<file path="config.mk">
export PLATFORM = sky130hd
export DESIGN_NAME = x3q16_spi_mem_ctrl
export DESIGN_NICKNAME = d
export VERILOG_FILES = /design/src/rtl/x3q16_mem_pkg.sv /design/src/rtl/x3q16_spi_shifter.sv /design/src/rtl/x3q16_spi_mem_ctrl.sv
export SDC_FILE = /design/constraint.sdc
export NUM_CORES = 1
export LEC_CHECK = 0
export BUFFER_PORTS_ARGS = -buffer_cell sky130_fd_sc_hd__buf_2
export CORE_MARGIN = 2
export CORE_UTILIZATION = 54
export CTS_CLUSTER_SIZE = 28
export DETAILED_ROUTE_END_ITERATION = 10
export PLACE_DENSITY = 0.76
export REMOVE_ABC_BUFFERS = 1
export SLEW_MARGIN = 20
export SYNTH_ARGS = -nofsm -noshare
export SYNTH_HDL_FRONTEND = slang
export SYNTH_HIERARCHICAL = 1
export SYNTH_SLANG_ARGS = --single-unit
export TNS_END_PERCENT = 30
</file>
<file path="constraint.sdc">
create_clock -name clk -period 2.35 [get_ports clk]
set_input_delay 0.5875 -clock clk [delete_from_list [all_inputs] [get_ports clk]]
set_output_delay 0.5875 -clock clk [all_outputs]
set_load 0.03 [all_outputs]
</file>
<file path="src/rtl/x3q16_mem_pkg.sv">
// Shared definitions for the x3q16 SPI memory controller: SPI opcodes, FSM states
// and the request record carried in the active/pending slots.
package x3q16_mem_pkg;

  localparam logic [7:0] OP_READ  = 8'h03;
  localparam logic [7:0] OP_WRITE = 8'h02;
  localparam logic [7:0] OP_WRMR  = 8'h01;
  localparam logic [7:0] MODE_SEQ = 8'h40;

  typedef enum logic [2:0] {
    ST_INIT,
    ST_RECOVER,
    ST_IDLE,
    ST_CMD,
    ST_ADDR,
    ST_DATA,
    ST_DONE
  } state_e;

  typedef struct packed {
    logic        reqType;
    logic [15:0] addr;
    logic [15:0] data;
  } memReq_t;

  // Full 48-bit SPI frame: opcode, 24-bit byte address (word address * 2), data word.
  function automatic logic [47:0] buildFrame(input memReq_t r);
    return {r.reqType ? OP_WRITE : OP_READ, 7'b0, r.addr, 1'b0,
            r.reqType ? r.data : 16'h0000};
  endfunction

endpackage

</file>
<file path="src/rtl/x3q16_spi_shifter.sv">
// SPI mode-0 frame shifter: drives cs_n/SCK/MOSI for a left-aligned frame of up to
// 48 bits and collects the last 16 MISO bits.
module x3q16_spi_shifter #(
  parameter int CLK_DIV = 1
) (
  input  logic        clk,
  input  logic        reset,
  input  logic        start_i,
  input  logic [47:0] frame_i,
  input  logic [5:0]  nbits_i,
  input  logic        miso_i,
  output logic        sck_o,
  output logic        csN_o,
  output logic        mosi_o,
  output logic        active_o,
  output logic        bitTick_o,
  output logic        done_o,
  output logic [15:0] rxData_o
);

  localparam int DW = (CLK_DIV > 1) ? $clog2(CLK_DIV) : 1;

  logic          active_q;
  logic          sck_q;
  logic [47:0]   shift_q;
  logic [6:0]    halfCnt_q;
  logic [DW-1:0] divCnt_q;
  logic [15:0]   rx_q;
  logic          tick;

  assign tick      = active_q && (divCnt_q == '0);
  assign done_o    = tick && (halfCnt_q == 7'd0);
  assign bitTick_o = tick && sck_q && (halfCnt_q != 7'd0);
  assign sck_o     = sck_q;
  assign csN_o     = ~active_q;
  assign mosi_o    = shift_q[47];
  assign active_o  = active_q;
  assign rxData_o  = rx_q;

  // The first SCK edge comes one clk after cs_n falls; after the last falling edge
  // SCK stays low for a full half-period before the frame is closed.
  always_ff @(posedge clk or posedge reset) begin
    if (reset) begin
      active_q  <= 1'b0;
      sck_q     <= 1'b0;
      shift_q   <= '0;
      halfCnt_q <= '0;
      divCnt_q  <= '0;
      rx_q      <= '0;
    end else if (start_i) begin
      active_q  <= 1'b1;
      sck_q     <= 1'b0;
      shift_q   <= frame_i;
      halfCnt_q <= {nbits_i, 1'b0};
      divCnt_q  <= '0;
    end else if (tick) begin
      divCnt_q <= DW'(CLK_DIV - 1);
      if (halfCnt_q == 7'd0) begin
        active_q <= 1'b0;
        shift_q  <= '0;
      end else begin
        halfCnt_q <= halfCnt_q - 7'd1;
        sck_q     <= ~sck_q;
        if (sck_q) begin
          shift_q <= {shift_q[46:0], 1'b0};
        end else begin
          rx_q <= {rx_q[14:0], miso_i};
        end
      end
    end else if (active_q) begin
      divCnt_q <= divCnt_q - DW'(1);
    end
  end

endmodule

</file>
<file path="src/rtl/x3q16_spi_mem_ctrl.sv">
// Memory-side partner of the x3q16 core: services single-word read/write requests
// from a 23LC1024-style SPI SRAM, with a one-entry pending buffer.
module x3q16_spi_mem_ctrl
  import x3q16_mem_pkg::*;
#(
  parameter int CLK_DIV = 1,
  parameter int CS_HIGH = 2,
  parameter int INIT_EN = 1
) (
  input  logic        clk,
  input  logic        reset,
  input  logic        request,
  input  logic        request_type,
  input  logic [15:0] request_address,
  input  logic [15:0] data_in,
  output logic [15:0] memory_in,
  output logic        memory_ready,
  output logic        write_complete,
  output logic        memory_critical,
  output logic        spi_sck,
  output logic        spi_cs_n,
  output logic        spi_mosi,
  input  logic        spi_miso
);

  localparam logic [7:0] REC_INIT = 8'(CS_HIGH - 1);

  state_e      state_q, state_d;
  logic        activeWr_q, activeWr_d;
  memReq_t     pendReq_q, pendReq_d;
  logic        pendValid_q, pendValid_d;
  logic [7:0]  recCnt_q, recCnt_d;
  logic [4:0]  bitCnt_q, bitCnt_d;
  logic [15:0] memIn_q, memIn_d;
  logic        ready_q, ready_d;
  logic        wrDone_q, wrDone_d;
  logic        crit_q, crit_d;

  memReq_t     incoming, launchRec;
  logic        launch, pendTaken;
  logic        shStart, shActive, shBit, shDone;
  logic [47:0] shFrame;
  logic [5:0]  shBits;
  logic [15:0] shRx;

  assign incoming = {request_type, request_address, data_in};

  x3q16_spi_shifter #(.CLK_DIV(CLK_DIV)) u_shifter (
    .clk       (clk),
    .reset     (reset),
    .start_i   (shStart),
    .frame_i   (shFrame),
    .nbits_i   (shBits),
    .miso_i    (spi_miso),
    .sck_o     (spi_sck),
    .csN_o     (spi_cs_n),
    .mosi_o    (spi_mosi),
    .active_o  (shActive),
    .bitTick_o (shBit),
    .done_o    (shDone),
    .rxData_o  (shRx)
  );

  always_ff @(posedge clk or posedge reset) begin
    if (reset) begin
      state_q     <= (INIT_EN != 0) ? ST_INIT : ST_IDLE;
      activeWr_q  <= 1'b0;
      pendReq_q   <= '0;
      pendValid_q <= 1'b0;
      recCnt_q    <= '0;
      bitCnt_q    <= '0;
      memIn_q     <= '0;
      ready_q     <= 1'b0;
      wrDone_q    <= 1'b0;
      crit_q      <= 1'b0;
    end else begin
      state_q     <= state_d;
      activeWr_q  <= activeWr_d;
      pendReq_q   <= pendReq_d;
      pendValid_q <= pendValid_d;
      recCnt_q    <= recCnt_d;
      bitCnt_q    <= bitCnt_d;
      memIn_q     <= memIn_d;
      ready_q     <= ready_d;
      wrDone_q    <= wrDone_d;
      crit_q      <= crit_d;
    end
  end

  always_comb begin
    state_d     = state_q;
    activeWr_d  = activeWr_q;
    pendReq_d   = pendReq_q;
    pendValid_d = pendValid_q;
    recCnt_d    = recCnt_q;
    bitCnt_d    = bitCnt_q;
    memIn_d     = memIn_q;
    ready_d     = 1'b0;
    wrDone_d    = 1'b0;
    crit_d      = 1'b0;
    shStart     = 1'b0;
    shFrame     = '0;
    shBits      = 6'd48;
    launch      = 1'b0;
    pendTaken   = 1'b0;
    launchRec   = pendReq_q;

    case (state_q)
      ST_INIT: begin
        if (!shActive) begin
          shStart = 1'b1;
          shFrame = {OP_WRMR, MODE_SEQ, 32'h0};
          shBits  = 6'd16;
        end else if (shDone) begin
          state_d  = ST_RECOVER;
          recCnt_d = REC_INIT;
        end
      end
      ST_RECOVER: begin
        if (recCnt_q != 8'd0) begin
          recCnt_d = recCnt_q - 8'd1;
        end else if (pendValid_q) begin
          launch    = 1'b1;
          pendTaken = 1'b1;
        end else begin
          state_d = ST_IDLE;
        end
      end
      ST_IDLE: begin
        if (pendValid_q) begin
          launch    = 1'b1;
          pendTaken = 1'b1;
        end else if (request) begin
          launch    = 1'b1;
          launchRec = incoming;
        end
      end
      ST_CMD: begin
        if (shBit) begin
          if (bitCnt_q == 5'd7) begin
            state_d  = ST_ADDR;
            bitCnt_d = '0;
          end else begin
            bitCnt_d = bitCnt_q + 5'd1;
          end
        end
      end
      ST_ADDR: begin
        if (shBit) begin
          if (bitCnt_q == 5'd23) begin
            state_d  = ST_DATA;
            bitCnt_d = '0;
          end else begin
            bitCnt_d = bitCnt_q + 5'd1;
          end
        end
      end
      ST_DATA: begin
        if (shDone) begin
          state_d = ST_DONE;
          if (activeWr_q) begin
            wrDone_d = 1'b1;
          end else begin
            ready_d = 1'b1;
            memIn_d = shRx;
          end
        end
      end
      ST_DONE: begin
        state_d  = ST_RECOVER;
        recCnt_d = REC_INIT;
      end
      default: state_d = ST_IDLE;
    endcase

    if (launch) begin
      state_d    = ST_CMD;
      activeWr_d = launchRec.reqType;
      bitCnt_d   = '0;
      shStart    = 1'b1;
      shFrame    = buildFrame(launchRec);
      shBits     = 6'd48;
    end

    if (pendTaken) begin
      pendValid_d = 1'b0;
    end

    // A request not launched directly lands in the pending slot, which counts as
    // free when its entry is being launched this same cycle.
    if (request && !(state_q == ST_IDLE && !pendValid_q)) begin
      if (!pendValid_q || pendTaken) begin
        pendReq_d   = incoming;
        pendValid_d = 1'b1;
      end else begin
        crit_d = 1'b1;
      end
    end
  end

  assign memory_in       = memIn_q;
  assign memory_ready    = ready_q;
  assign write_complete  = wrDone_q;
  assign memory_critical = crit_q;

endmodule

</file>
# Word-level counts from Yosys, hierarchy flattened
# Cells that the tools add are included.
[word_totals] ff_bits=144 out_inout_bits=22 wordCells=146
[op_classes] n_addsub=4 eq_ne=22 n_mux=68 bitwise_logic=6 reduce_logical=28
[ops] op="$mux W48" n=5
[ops] op="$mux W33" n=3
[ops] op="$mux W41" n=2
[ops] op="$mux W3" n=10
[ops] op="$mux W1" n=28
[ops] op="$mux W5" n=5
[ops] op="$mux W8" n=3
[ops] op="$ne A3 B3 Y1 const B" n=8
[ops] op="$pmux W8 S3" n=1
[ops] op="$mux W7" n=3
[ops] op="$pmux W3 S7" n=1
[ops] op="$mux W6" n=3
[ops] op="$mux W16" n=1
[ops] op="$reduce_bool A3 Y1" n=4
[ops] op="$pmux W5 S2" n=1
[ops] op="$reduce_and A10 Y1" n=1
[ops] op="$eq A3 B3 Y1 const B" n=3
[ops] op="$ne A2 B2 Y1 const B" n=4
[ops] op="$reduce_and A2 Y1" n=4
[ops] op="$reduce_and A4 Y1" n=2
[ops] op="$reduce_bool A8 Y1" n=1
[ops] op="$sub A8 B1 Y8 const B" n=1
[ops] op="$logic_not A7 Y1" n=1
[ops] op="$reduce_bool A7 Y1" n=1
[ops] op="17 further kinds" n=32

# Depth between registers and ports, before layout
# Gate-level depths: netlist of the first run.
[logic_depth] word_depth=7 depth_mapped=12 depth_no_buf=10

# Modules after synthesis
# The synthesis of the first run kept the hierarchy.
[by_module_without_submodules] module="x3q16_spi_shifter" instances=1 cells_each=312 area_per_inst_um2=3543.4 seq_area_each_um2=1851.8
[by_module_without_submodules] module="x3q16_spi_mem_ctrl" instances=1 cells_each=346 area_per_inst_um2=3534.6 seq_area_each_um2=1751.7

# Worst setup path before layout of the first run
# Ideal clock, no wire load.
[synth_path] path_kind="reg2reg" from="register u_shifter.halfCnt_q[0]" to="register memIn_q[11], in the netlist memory_in[11]" setup_time_ns=0.125 t_arrival_ns=2.437 path_slack_ns=-0.212 path_stages_with_launch=12 path_cell_list="dfrtp_1 -> inv_1 -> ha_1 -> nor2b_1 -> clkbuf_1 -> nand2_1 -> nor2_1 -> buf_2 -> nand3_1 -> nor2_2 -> buf_2 -> mux2_2"
[synth_between] elab_chain_cells=3
[synth_rtl] element="start: declaration" line="x3q16_spi_shifter.sv:26" source="logic [6:0] halfCnt_q;"
[synth_rtl] element="start signal: assignment" line="x3q16_spi_shifter.sv:54" source="halfCnt_q <= {nbits_i, 1'b0};"
[synth_rtl] element="start signal: assignment" line="x3q16_spi_shifter.sv:62" source="halfCnt_q <= halfCnt_q - 7'd1;"
[synth_rtl] element="$logic_not A7 Y1" line="x3q16_spi_shifter.sv:32" source="assign done_o = tick && (halfCnt_q == 7'd0);"
[synth_rtl] element="$logic_and A1 B1 Y1" line="x3q16_spi_shifter.sv:32"
[synth_rtl] element="net shDone" line="x3q16_spi_mem_ctrl.sv:41" source="logic shStart, shActive, shBit, shDone;"
[synth_rtl] element="$reduce_and A3 Y1 (no source line)"
[synth_rtl] element="end signal: assignment" line="x3q16_spi_mem_ctrl.sv:83" source="memIn_q <= memIn_d;"
[synth_rtl] element="end: declaration" line="x3q16_spi_mem_ctrl.sv:34" source="logic [15:0] memIn_q, memIn_d;"
# The timed path passes the listed nets, and every way through them passes these cells.
# A chain may end at the register's enable or synchronous reset.

# Worst setup path after layout of the first run
[layout_path] from="register recCnt_q[0]" to="register u_shifter.shift_q[17]"
[layout_between] elab_chain_cells=6
[layout_rtl] element="start: declaration" line="x3q16_spi_mem_ctrl.sv:32" source="logic [7:0] recCnt_q, recCnt_d;"
[layout_rtl] element="start signal: assignment" line="x3q16_spi_mem_ctrl.sv:81" source="recCnt_q <= recCnt_d;"
[layout_rtl] element="$reduce_bool A8 Y1 (*)" line="x3q16_spi_mem_ctrl.sv:120" source="if (recCnt_q != 8'd0) begin"
[layout_rtl] element="$mux W1 (*)" line="x3q16_spi_mem_ctrl.sv:120"
[layout_rtl] element="$pmux W1 S2 (*)" line="x3q16_spi_mem_ctrl.sv:108" source="case (state_q)"
[layout_rtl] element="$mux W1 (*)" line="x3q16_spi_mem_ctrl.sv:176" source="if (launch) begin"
[layout_rtl] element="net shStart" line="x3q16_spi_mem_ctrl.sv:41"
[layout_rtl] element="$reduce_bool A3 Y1 (no source line) or $reduce_bool A2 Y1 (tied branches)"
[layout_rtl] element="$reduce_and A2 Y1 (no source line)"
[layout_rtl] element="end signal: assignment" line="x3q16_spi_shifter.sv:53" source="shift_q <= frame_i;"
[layout_rtl] element="end signal: assignment" line="x3q16_spi_shifter.sv:65" source="shift_q <= {shift_q[46:0], 1'b0};"
[layout_rtl] element="end: declaration" line="x3q16_spi_shifter.sv:25" source="logic [47:0] shift_q;"
# Mark *: on every way through the listed nets, which the timed path passes. The rest lies on a longest branch.

==> results.toml, run 1 <==
[yosys]
synthCells = 658
synth-seq-cells = 144
synth.distinct_cells = 56
yosys.area.top_type = "dfrtp_1"
yosysWarnings = 6
synthArstFlopShare_pct = 100
ys.flop_type = "dfrtp_1"
synth_edf_count = 0
ys_seq_area_share_pct = 50.9
synth_top_area_share_pct = 50.9
synth_top_cells_by_area = "dfrtp_1 51%, nand2_1 7.0%, mux2i_1 6.9%, mux2_1 6.7%, o31ai_1 5.2%"
syn_area_sq_um = 7080
syn_area_per_cell_sq_um = 10.8

[worst_setup_path]
required_ns = 2.66
rr_worst_depth = 10
cpMaxStageDelayCell = "dfrtp_1"
critical_path_class = "reg2reg"
rr_endpoint = "u_shifter/shift_q[17]"
end_kind = "register"
crit_buf_inv = 3
path_cells = "inv_1, ha_1, nor3b_2, nand3_1, a21o_1, nand2_4, buf_4, buf_12, nand2_1, o31ai_1"
critical_path.max_stage_delay_ns = 0.41
critPathLaunch = "recCnt_q[0]"
arrival_ns = 2.49
cp_top_family = "buffers and inverters"
reg2reg_from = "recCnt_q[0]"
startpoint_type = "register"
r2r_slack_ns = 0.17
crit_cells = 10
crit_fanout = 65
critPathCapture = "u_shifter/shift_q[17]"

[detailed_routing]
drtAntennaViolNets = 0
via_count = 5100
route.detailed.drc = 0
drt_pass1_iterations = 4
drt-wirelength-per-cell_um = 15.8
avgViaCountPerCell = 5.56
wl_um = 14500
drtIter0Drc = 387

[cts]
clock_tree.root_cell = "clkbuf_16"
cts_buffers = 17
cts_buffer_depth = 2
htreeDepth = 4
cts_sinks = 144
clk_latency_ns = 0.42
cts_tree = "done"
clk_pin_slew_ns = 0.06
postCtsHoldBufs = 0

[sta]
fin_crit_ns = 2.18
relSlewSlack_pct = 47.2
fin_setup_tns_ns = 0
final-max-slew-violation-count = 0
final-hold-violation-count = 0
period_share_pct = 92.7
tightest_slew_ns = 0.793
holdWs_ns = 0.164
rsz0062_at_grt = "no"
setup_viol = 0
fmax_mhz = 459
skew_ns = 0.00958

[power_and_ir_drop]
p_per_area_nw_per_um2 = 1330
leakage_nw = 3.89
fin_total_pwr_w = 0.0109
peakVddDrop_mv = 0.665

[die]
design.die.area_sq_um = 14000
die_h_um = 118
die_w_um = 118
rows = 41
core-area_sq_um = 12700
start_util_pct = 55.6
io_pins = 59

[finish]
fin_cells = 917
layout_common_cells = "144 x dfrtp_1, 130 x nand2_1, 58 x buf_2"
drive_above_1_share_pct = 20.5
syn2layout_area_growth_pct = 16.0
postLayoutCoreUtil_pct = 64.5
fin_nets = 775
nFillCells = 1008
layout_commonest_cell = "dfrtp_1"
diodes = 0

[global_route]
global_route.overflow_total = 0
grt_start_max_net_pins = 66
track_usage_pct = 22.1
grt_pass1_vias = 5269
antenna_found_initial = 0
grt_pass1_wl_um = 25300

[placed_design]
io_buffers = 58
hpwl_um = 9390
gp_congestion = 0.837
dp_cells = 886

[status]
status = "finished clean"

[min_path]
hold_class = "in2async"

[run]
max-cap-violations = 0
[registers in the layout (all words and copies together) (netlist names)]
signal / cells
recCnt_q: 8
pendValid_q: 1
u_shifter/shift_q: 48
pendReq_q: 33
u_shifter/divCnt_q: 1
u_shifter/active_o: 1
u_shifter/halfCnt_q: 7
write_complete: 1
memory_ready: 1
activeWr_q: 1
state_q: 3
bitCnt_q: 5
memory_in: 16
u_shifter/sck_o: 1
u_shifter/rxData_o: 16
memory_critical: 1
[worst min-delay path by stage]
| stage | endpoint | slack (ns) | depth (start not counted) |
|---|---|---|---|
| 6_report | u_shifter/rxData_o[10] | 0.16 | 2 |
| 5_1_grt | u_shifter/rxData_o[13] | 0.19 | 2 |
| 3_3_place_gp | memory_in[10] | 0.46 | 1 |
| 2_1_floorplan | pendReq_q[32] | 0.46 | 1 |
| 4_1_cts | u_shifter/rxData_o[13] | 0.17 | 2 |
| 3_5_place_dp | memory_in[9] | 0.47 | 1 |
[cells in the mapped netlist (all sizes together), types with 4 or more instances]
cell / instances
o21ai: 12
a21oi: 41
dfrtp: 144
inv: 15
buf: 21
nor3b: 6
nor2: 25
mux2: 68
ha: 5
nand2b: 4
o31ai: 49
nand2: 133
or3: 4
mux2i: 49
clkbuf: 20
xnor2: 5
nand3: 10
xor2: 8
[layer usage]
layer / routed length (um) / track usage [%]
met2: 7190 / 37.1
met1: 6320 / 27.9
met4: 267 / 8.48
met5: 0 / 0
met3: 680 / 5.12
[worst register-to-register path, cell delays in order (launching register included)]
cell and delay (ns):
dfrtp_1 0.41, inv_1 0.09, ha_1 0.17, nor3b_2 0.22, nand3_1 0.12, a21o_1 0.24
nand2_4 0.08, buf_4 0.24, buf_12 0.29, nand2_1 0.14, o31ai_1 0.09
[power breakdown]
| group | internal [W] | switching [W] | total, W |
|---|---|---|---|
| sequential | 0.00343 | 0.000636 | 0.00406 |
| combinational | 0.00197 | 0.00245 | 0.00443 |
| clock | 0.00147 | 0.000957 | 0.00243 |
[cell type report]
type / count / area [sq um] / area share, %
repair buffers: 81 / 538 / 6.55
clock inverters: 6 / 60.1 / 0.732
multi-input cells: 474 / 3270 / 39.8
well taps: 172 / 215 / 2.62
flip-flops and latches: 144 / 3600 / 43.9
inverters: 15 / 56.3 / 0.686
clock buffers: 25 / 465 / 5.67
[what timing repair did]
item                       CTS  global route
resized for setup            0             4
setup endpoints to repair    0            17
hold endpoints to repair     0             0
buffers inserted             0             0
[through the flow]
step,setup slack (ns),instance area (sq um)
after CTS,0.101,8200
after global placement,0.214,7670
final,0.171,8210
after detailed placement,0.115,7670
after global routing,0.0177,8210
after floorplan,-1.85,6890
[cells by family (layout without fill, tap and decap cells)]
| kind of cell | after synthesis | after routing | synth area share [%] |
|---|---|---|---|
| AOI/OAI and AO/OA | 119 | 119 | 11.0 |
| xor gates and xnor gates | 13 | 13 | 1.61 |
| adders and majority gates | 5 | 5 | 0.884 |
| buffers and inverters | 56 | 127 | 4.24 |
| DFF | 144 | 144 | 50.9 |
| muxes | 117 | 117 | 17.7 |
| other | 2 | 18 | 0.106 |
| and+or+nand+nor | 202 | 202 | 13.5 |
(Power assumes the default switching activity.)
==> inputs of run 2 (changes only) <==
--- a/config.mk
+++ b/config.mk
@@ -7,7 +7,7 @@
 export LEC_CHECK = 0
 export BUFFER_PORTS_ARGS = -buffer_cell sky130_fd_sc_hd__buf_2
 export CORE_MARGIN = 2
-export CORE_UTILIZATION = 54
+export CORE_UTILIZATION = 50
 export CTS_CLUSTER_SIZE = 28
 export DETAILED_ROUTE_END_ITERATION = 10
 export PLACE_DENSITY = 0.76
==> constraint.sdc (replaced) <==
create_clock -name clk -period 1.9 [get_ports clk]
set_input_delay 0.475 -clock clk [delete_from_list [all_inputs] [get_ports clk]]
set_output_delay 0.475 -clock clk [all_outputs]
set_load 0.03 [all_outputs]
==> run 2 against run 1 <==
  * The run now ends with setup timing left
  * Setup slack worse by 0.42 ns
  * Cell count rose by 7.5%
  * Cell area up 15%
  * Register-to-register slack got worse by 0.42 ns
  * Die area is 7.7% higher
  * Flip-flop and latch count is the same
  * Combinational power is 89% higher
  * Fmax increased by 1.3%
  * Sequential power grew 24%
  * Non-clock buffer count up 60
  * Critical path type unchanged
==> results.toml, run 2 (synthesis results as in run 1) <==
[status]
status = "finished, violations left"
violations = "setup timing"

[worst_setup_path]
cp_top_family = "compound AO/OA/AOI/OAI gates"
cpMaxStageDelayCell = "dfrtp_1"
critical_path_class = "reg2reg"
startpoint_type = "register"
critical_path.max_stage_delay_ns = 0.42
required_ns = 2.24
crit_buf_inv = 1
crit_cells = 8
crit_fanout = 5
end_kind = "register"
path_cells = "nor4_4, nand2_2, nor2_4, a311oi_2, a311o_1, buf_4, o21a_1, o211ai_1"
rr_worst_depth = 8
arrival_ns = 2.49

[detailed_routing]
route.detailed.drc = 0
drt-wirelength-per-cell_um = 18.1
drt_pass1_iterations = 4
drtIter0Drc = 344
drtAntennaViolNets = 0
via_count = 5509
wl_um = 17900
avgViaCountPerCell = 5.59

[cts]
cts_buffers = 17
clk_latency_ns = 0.43
clk_pin_slew_ns = 0.06
cts_tree = "done"
htreeDepth = 4
cts_sinks = 144
cts_buffer_depth = 2
clock_tree.root_cell = "clkbuf_16"

[power_and_ir_drop]
p_comb_share_pct = 50.4
intPower_w = 0.0105
pwr-share-seq_pct = 30.3
peakVddDrop_mv = 1.04
clock_power_share_pct = 19.3
leakage_nw = 4.46
p_per_area_nw_per_um2 = 1770
p_sw_w = 0.00615
switching_share_pct = 36.9

[global_route]
grt_start_max_net_pins = 48
grt_pass1_vias = 5517
antenna_found_initial = 0
track_usage_pct = 21.9
use_met1_pct = 26.0
grt_pass1_wl_um = 25900
busiest_layer = "met2"
grt.met3_usage_pct = 6.55
global_route.overflow_total = 0
grtUsageMet2_pct = 38.1

[finish]
nFillCells = 935
layout_common_cells = "144 x dfrtp_1, 124 x nand2_1, 58 x buf_2"
fin_cells = 986
largest_register = "u_shifter/shift_q"
largest_reg_flops = 48
drive_above_1_share_pct = 38.6
top_regs = "u_shifter/shift_q x48, pendReq_q x33"
layout_commonest_cell = "dfrtp_1"
syn2layout_area_growth_pct = 33.0
fin_nets = 836

[die]
rows = 43
io_pins = 59
core-area_sq_um = 13900
design.die.area_sq_um = 15100
start_util_pct = 51.0
die_h_um = 123
die_w_um = 123

[sta]
setup_viol = 83
rsz0062_at_grt = "yes"
relSlewSlack_pct = 59.9
holdWs_ns = 0.0782
fin_ws_ns = -0.251
final-hold-violation-count = 0
fin_crit_ns = 2.15
fmax_mhz = 465
final-max-slew-violation-count = 0
skew_ns = 0.00755
tightest_slew_ns = 0.601
period_share_pct = 113

[placed_design]
gp_congestion = 0.835
dp_cells = 929
io_buffers = 58
hpwl_um = 10000

[min_path]
hold_class = "in2async"

[run]
max-cap-violations = 0
-- run 2: cell count changes in the layout (fill, tap and decap cells not counted), moves of 28 or more --
cell | before | now
a21oi_1 | 39 | 8
a21oi_2 | 1 | 29
buf_4 | 17 | 54
mux2_1 | 42 | 11
mux2_4 | 0 | 37
-- run 2: cell type report --
| cell class | instances | area, sq um | share of cell area, % |
|---|---|---|---|
| antenna | 1 | 2.50 | 0.0266 |
| clock buffer | 25 | 515 | 5.48 |
| clock inverter | 5 | 52.6 | 0.558 |
| inverter | 15 | 58.8 | 0.625 |
| multi-input combinational | 475 | 3720 | 39.5 |
| sequential | 144 | 3600 | 38.3 |
| tap | 180 | 225 | 2.39 |
| timing repair buffer | 141 | 1230 | 13.1 |
-- run 2: path summary, 6_finish.rpt --
check	start	end	slack [ns]
setup / recovery	u_shifter/halfCnt_q[5]	state_q[1]	-0.25
hold / removal	reset	memory_in[8]	0.08
setup reg to reg	u_shifter/halfCnt_q[5]	state_q[1]	-0.25
hold reg to reg	pendReq_q[2]	pendReq_q[2]	0.50
max in group asynchronous	reset	u_shifter/shift_q[30]	1.24
min in group clk	spi_miso	u_shifter/rxData_o[0]	0.26
-- run 2: metal layers --
| metal | vias up | wire length (um) |
|---|---|---|
| met3 | 28 | 846 |
| met4 | 0 | 413 |
| met2 | 138 | 9120 |
| met5 | - | 0 |
| met1 | 2782 | 7500 |
| li1 | 2561 | - |
-- run 2: power by group through the flow --
stage,Sequential [W],Clock [W],Combinational [W]
floorplan,0.00503,0,0.00386
global placement,0.00490,0,0.00585
detailed placement,0.00499,0,0.00612
CTS,0.00496,0.00324,0.00639
global route,0.00517,0.00342,0.00899
finish,0.00504,0.00322,0.00839
-- run 2: metrics by stage --
| step | setup slack, ns | utilization, % | TNS (ns) | cell area (sq um) | total power (W) |
|---|---|---|---|---|---|
| 2_1_floorplan | -2.30 | - | -255.29 | 6890 | 0.00889 |
| 3_3_place_gp | -0.116 | 57.5 | -3.71 | 7980 | 0.0107 |
| 3_5_place_dp | -0.262 | 57.5 | -8.57 | 7980 | 0.0111 |
| 4_1_cts | -0.173 | 62.6 | -7.50 | 8690 | 0.0146 |
| 5_1_grt | -0.350 | 67.8 | -16.39 | 9410 | 0.0176 |
| 6_report | -0.251 | 67.8 | -6.26 | 9410 | 0.0166 |
-- run 2: timing repair --
| item | in CTS | in global routing |
|---|---|---|
| setup buffers | 8 | 10 |
| hold buffers | 0 | 0 |
| setup endpoints to repair | 100 | 131 |
| pin swaps | 5 | 10 |
| gates resized for setup | 19 | 117 |
| gates cloned | 1 | 7 |
-- run 2: worst reg2reg max path, stage by stage, from the launching register on --
cell and delay (ns):
dfrtp_1 0.42, nor4_4 0.36, nand2_2 0.13, nor2_4 0.17, a311oi_2 0.15, a311o_1 0.31
buf_4 0.15, o21a_1 0.20, o211ai_1 0.18
==> inputs of run 3 (changes only) <==
--- a/config.mk
+++ b/config.mk
@@ -8,6 +8,7 @@
 export BUFFER_PORTS_ARGS = -buffer_cell sky130_fd_sc_hd__buf_2
 export CORE_MARGIN = 2
 export CORE_UTILIZATION = 50
+export CTS_BUF_LIST = sky130_fd_sc_hd__clkbuf_8
 export CTS_CLUSTER_SIZE = 28
 export DETAILED_ROUTE_END_ITERATION = 10
 export PLACE_DENSITY = 0.76
==> run 3 against run 2 <==
  * Combinational power is 3.8% higher
  * Wire length is 0.49% higher
  * Sequential power hardly changed
  * Highest routed layer is now met5
  * Fmax is 2.5% higher
  * Die area stayed put
  * Hold slack worse by 0.022 ns
  * Clock skew is 0.0019 ns higher
  * First-iteration DRC count is 39% higher
  * Setup slack better by 0.052 ns
  * Core utilization is 0.43 points higher
  * Count of clock-buffer cells in the layout is 2 lower
  * The run still ends with setup timing left
==> results.toml, run 3 (synthesis results as in run 1) <==
[status]
status = "finished, violations left"
violations = "setup timing"

[finish]
layout_commonest_cell = "dfrtp_1"
diodes = 0
layout_common_cells = "144 x dfrtp_1, 118 x nand2_1, 59 x mux2_4"
largest_reg_flops = 48
fin_nets = 844
drive_above_1_share_pct = 41.0
largest_register = "u_shifter/shift_q"
top_regs = "u_shifter/shift_q x48, pendReq_q x33"
syn2layout_area_growth_pct = 33.9

[die]
die_h_um = 123
die_w_um = 123
design.die.area_sq_um = 15100
start_util_pct = 51.0
rows = 43
io_pins = 59
core-area_sq_um = 13900

[sta]
rsz0062_at_grt = "yes"
final-max-slew-violation-count = 0
final-hold-violation-count = 0
setup_viol = 128
holdWs_ns = 0.0560
period_share_pct = 110
relSlewSlack_pct = 48.7
fmax_mhz = 476
fin_crit_ns = 2.10
skew_ns = 0.00947
fin_setup_tns_ns = -11.40
tightest_slew_ns = 0.770
fin_ws_ns = -0.199

[worst_setup_path]
arrival_ns = 2.49
path_cells = "inv_2, ha_4, nor2b_4, a21oi_2, nand4b_1, o21ai_0, nand2_1, or4_1, nand3_2"
crit_fanout = 3
end_kind = "register"
critical_path_class = "reg2reg"
startpoint_type = "register"
cpMaxStageDelayCell = "or4_1"
required_ns = 2.29
critical_path.max_stage_delay_ns = 0.51
crit_buf_inv = 1
cp_top_family = "simple AND/OR/NAND/NOR gates"

[placed_design]
gp_congestion = 0.835
io_buffers = 58
dp_slack_ns = -0.262
hpwl_um = 10000

[cts]
clk_latency_ns = 0.46
clk_pin_slew_ns = 0.08
cts_tree = "done"
cts_buffers = 17
cts_sinks = 144
clock_tree.root_cell = "clkbuf_8"
cts_buffer_depth = 2
postCtsHoldBufs = 0
htreeDepth = 4

[power_and_ir_drop]
fin_total_pwr_w = 0.0161
p_per_area_nw_per_um2 = 1700
pwr-share-seq_pct = 31.4
switching_share_pct = 38.5
leakage_nw = 4.50
p_comb_share_pct = 54.1
intPower_w = 0.00990
p_sw_w = 0.00620
peakVddDrop_mv = 0.811
clock_power_share_pct = 14.5

[global_route]
track_usage_pct = 23.3
grt_pass1_wl_um = 27500
grt_start_max_net_pins = 48
grt_pass1_vias = 5721
global_route.overflow_total = 0
antenna_found_initial = 1

[detailed_routing]
drt_pass1_iterations = 5
avgViaCountPerCell = 5.61
via_count = 5571
route.detailed.drc = 0
wl_um = 18000
drtIter0Drc = 477
drtAntennaViolNets = 0
drt-wirelength-per-cell_um = 18.1

[min_path]
hold_class = "in2async"

[run]
max-cap-violations = 0
run 3: layout make-up:
class / count / area, sq um
clock inverters: 7 / 60.1
repair buffers: 149 / 1350
flip-flops and latches: 144 / 3600
inverters: 15 / 58.8
well taps: 180 / 225
clock buffers: 23 / 317
multi-input cells: 475 / 3860
fillers: 944 / 4410
run 3: timing repair:
item | in CTS | in global routing
endpoints found under the hold margin | 0 | 0
pin swaps | 9 | 18
gates resized for setup | 93 | 91
setup endpoints to repair | 122 | 131
gates cloned | 5 | 4
setup buffers | 15 | 10
run 3: per-stage QoR:
step                      util [%]  instances  instance area [sq um]
final                         68.3        993                   9470
after global routing          68.3        993                   9470
after CTS                     64.6        979                   8970
after floorplan                  -        633                   6890
after global placement        57.5        929                   7980
after detailed placement      57.5        929                   7980
run 3: worst paths after layout:
| check | from | slack [ns] | to | cells past startpoint |
|---|---|---|---|---|
| max | u_shifter/halfCnt_q[1] | -0.20 | state_q[0] | 9 |
| min | reset | 0.06 | memory_in[7] | 2 |
| max reg2reg | u_shifter/halfCnt_q[1] | -0.20 | state_q[0] | 9 |
| min reg2reg | pendReq_q[4] | 0.49 | pendReq_q[4] | 1 |
| max in group asynchronous | reset | 1.28 | pendReq_q[11] | 3 |
| min in group clk | spi_miso | 0.24 | u_shifter/rxData_o[0] | 2 |
run 3: per-layer routing:
metal | GRT usage, % | share of wire [%] | up-vias | wire length, um
met4 | 7.24 | 1.6 | 2 | 295
met5 | 0 | 0.067 | - | 12
met2 | 40.6 | 51 | 132 | 9240
met1 | 28.3 | 43 | 2838 | 7670
li1 | - | - | 2572 | -
met3 | 6.27 | 4.2 | 27 | 750
run 3: power groups by stage:
stage / logic (W) / registers (W) / clock network (W)
finish: 0.00871 / 0.00506 / 0.00233
global route: 0.00932 / 0.00518 / 0.00253
CTS: 0.00734 / 0.00499 / 0.00236
detailed placement: 0.00612 / 0.00499 / 0
global placement: 0.00585 / 0.00490 / 0
floorplan: 0.00386 / 0.00503 / 0
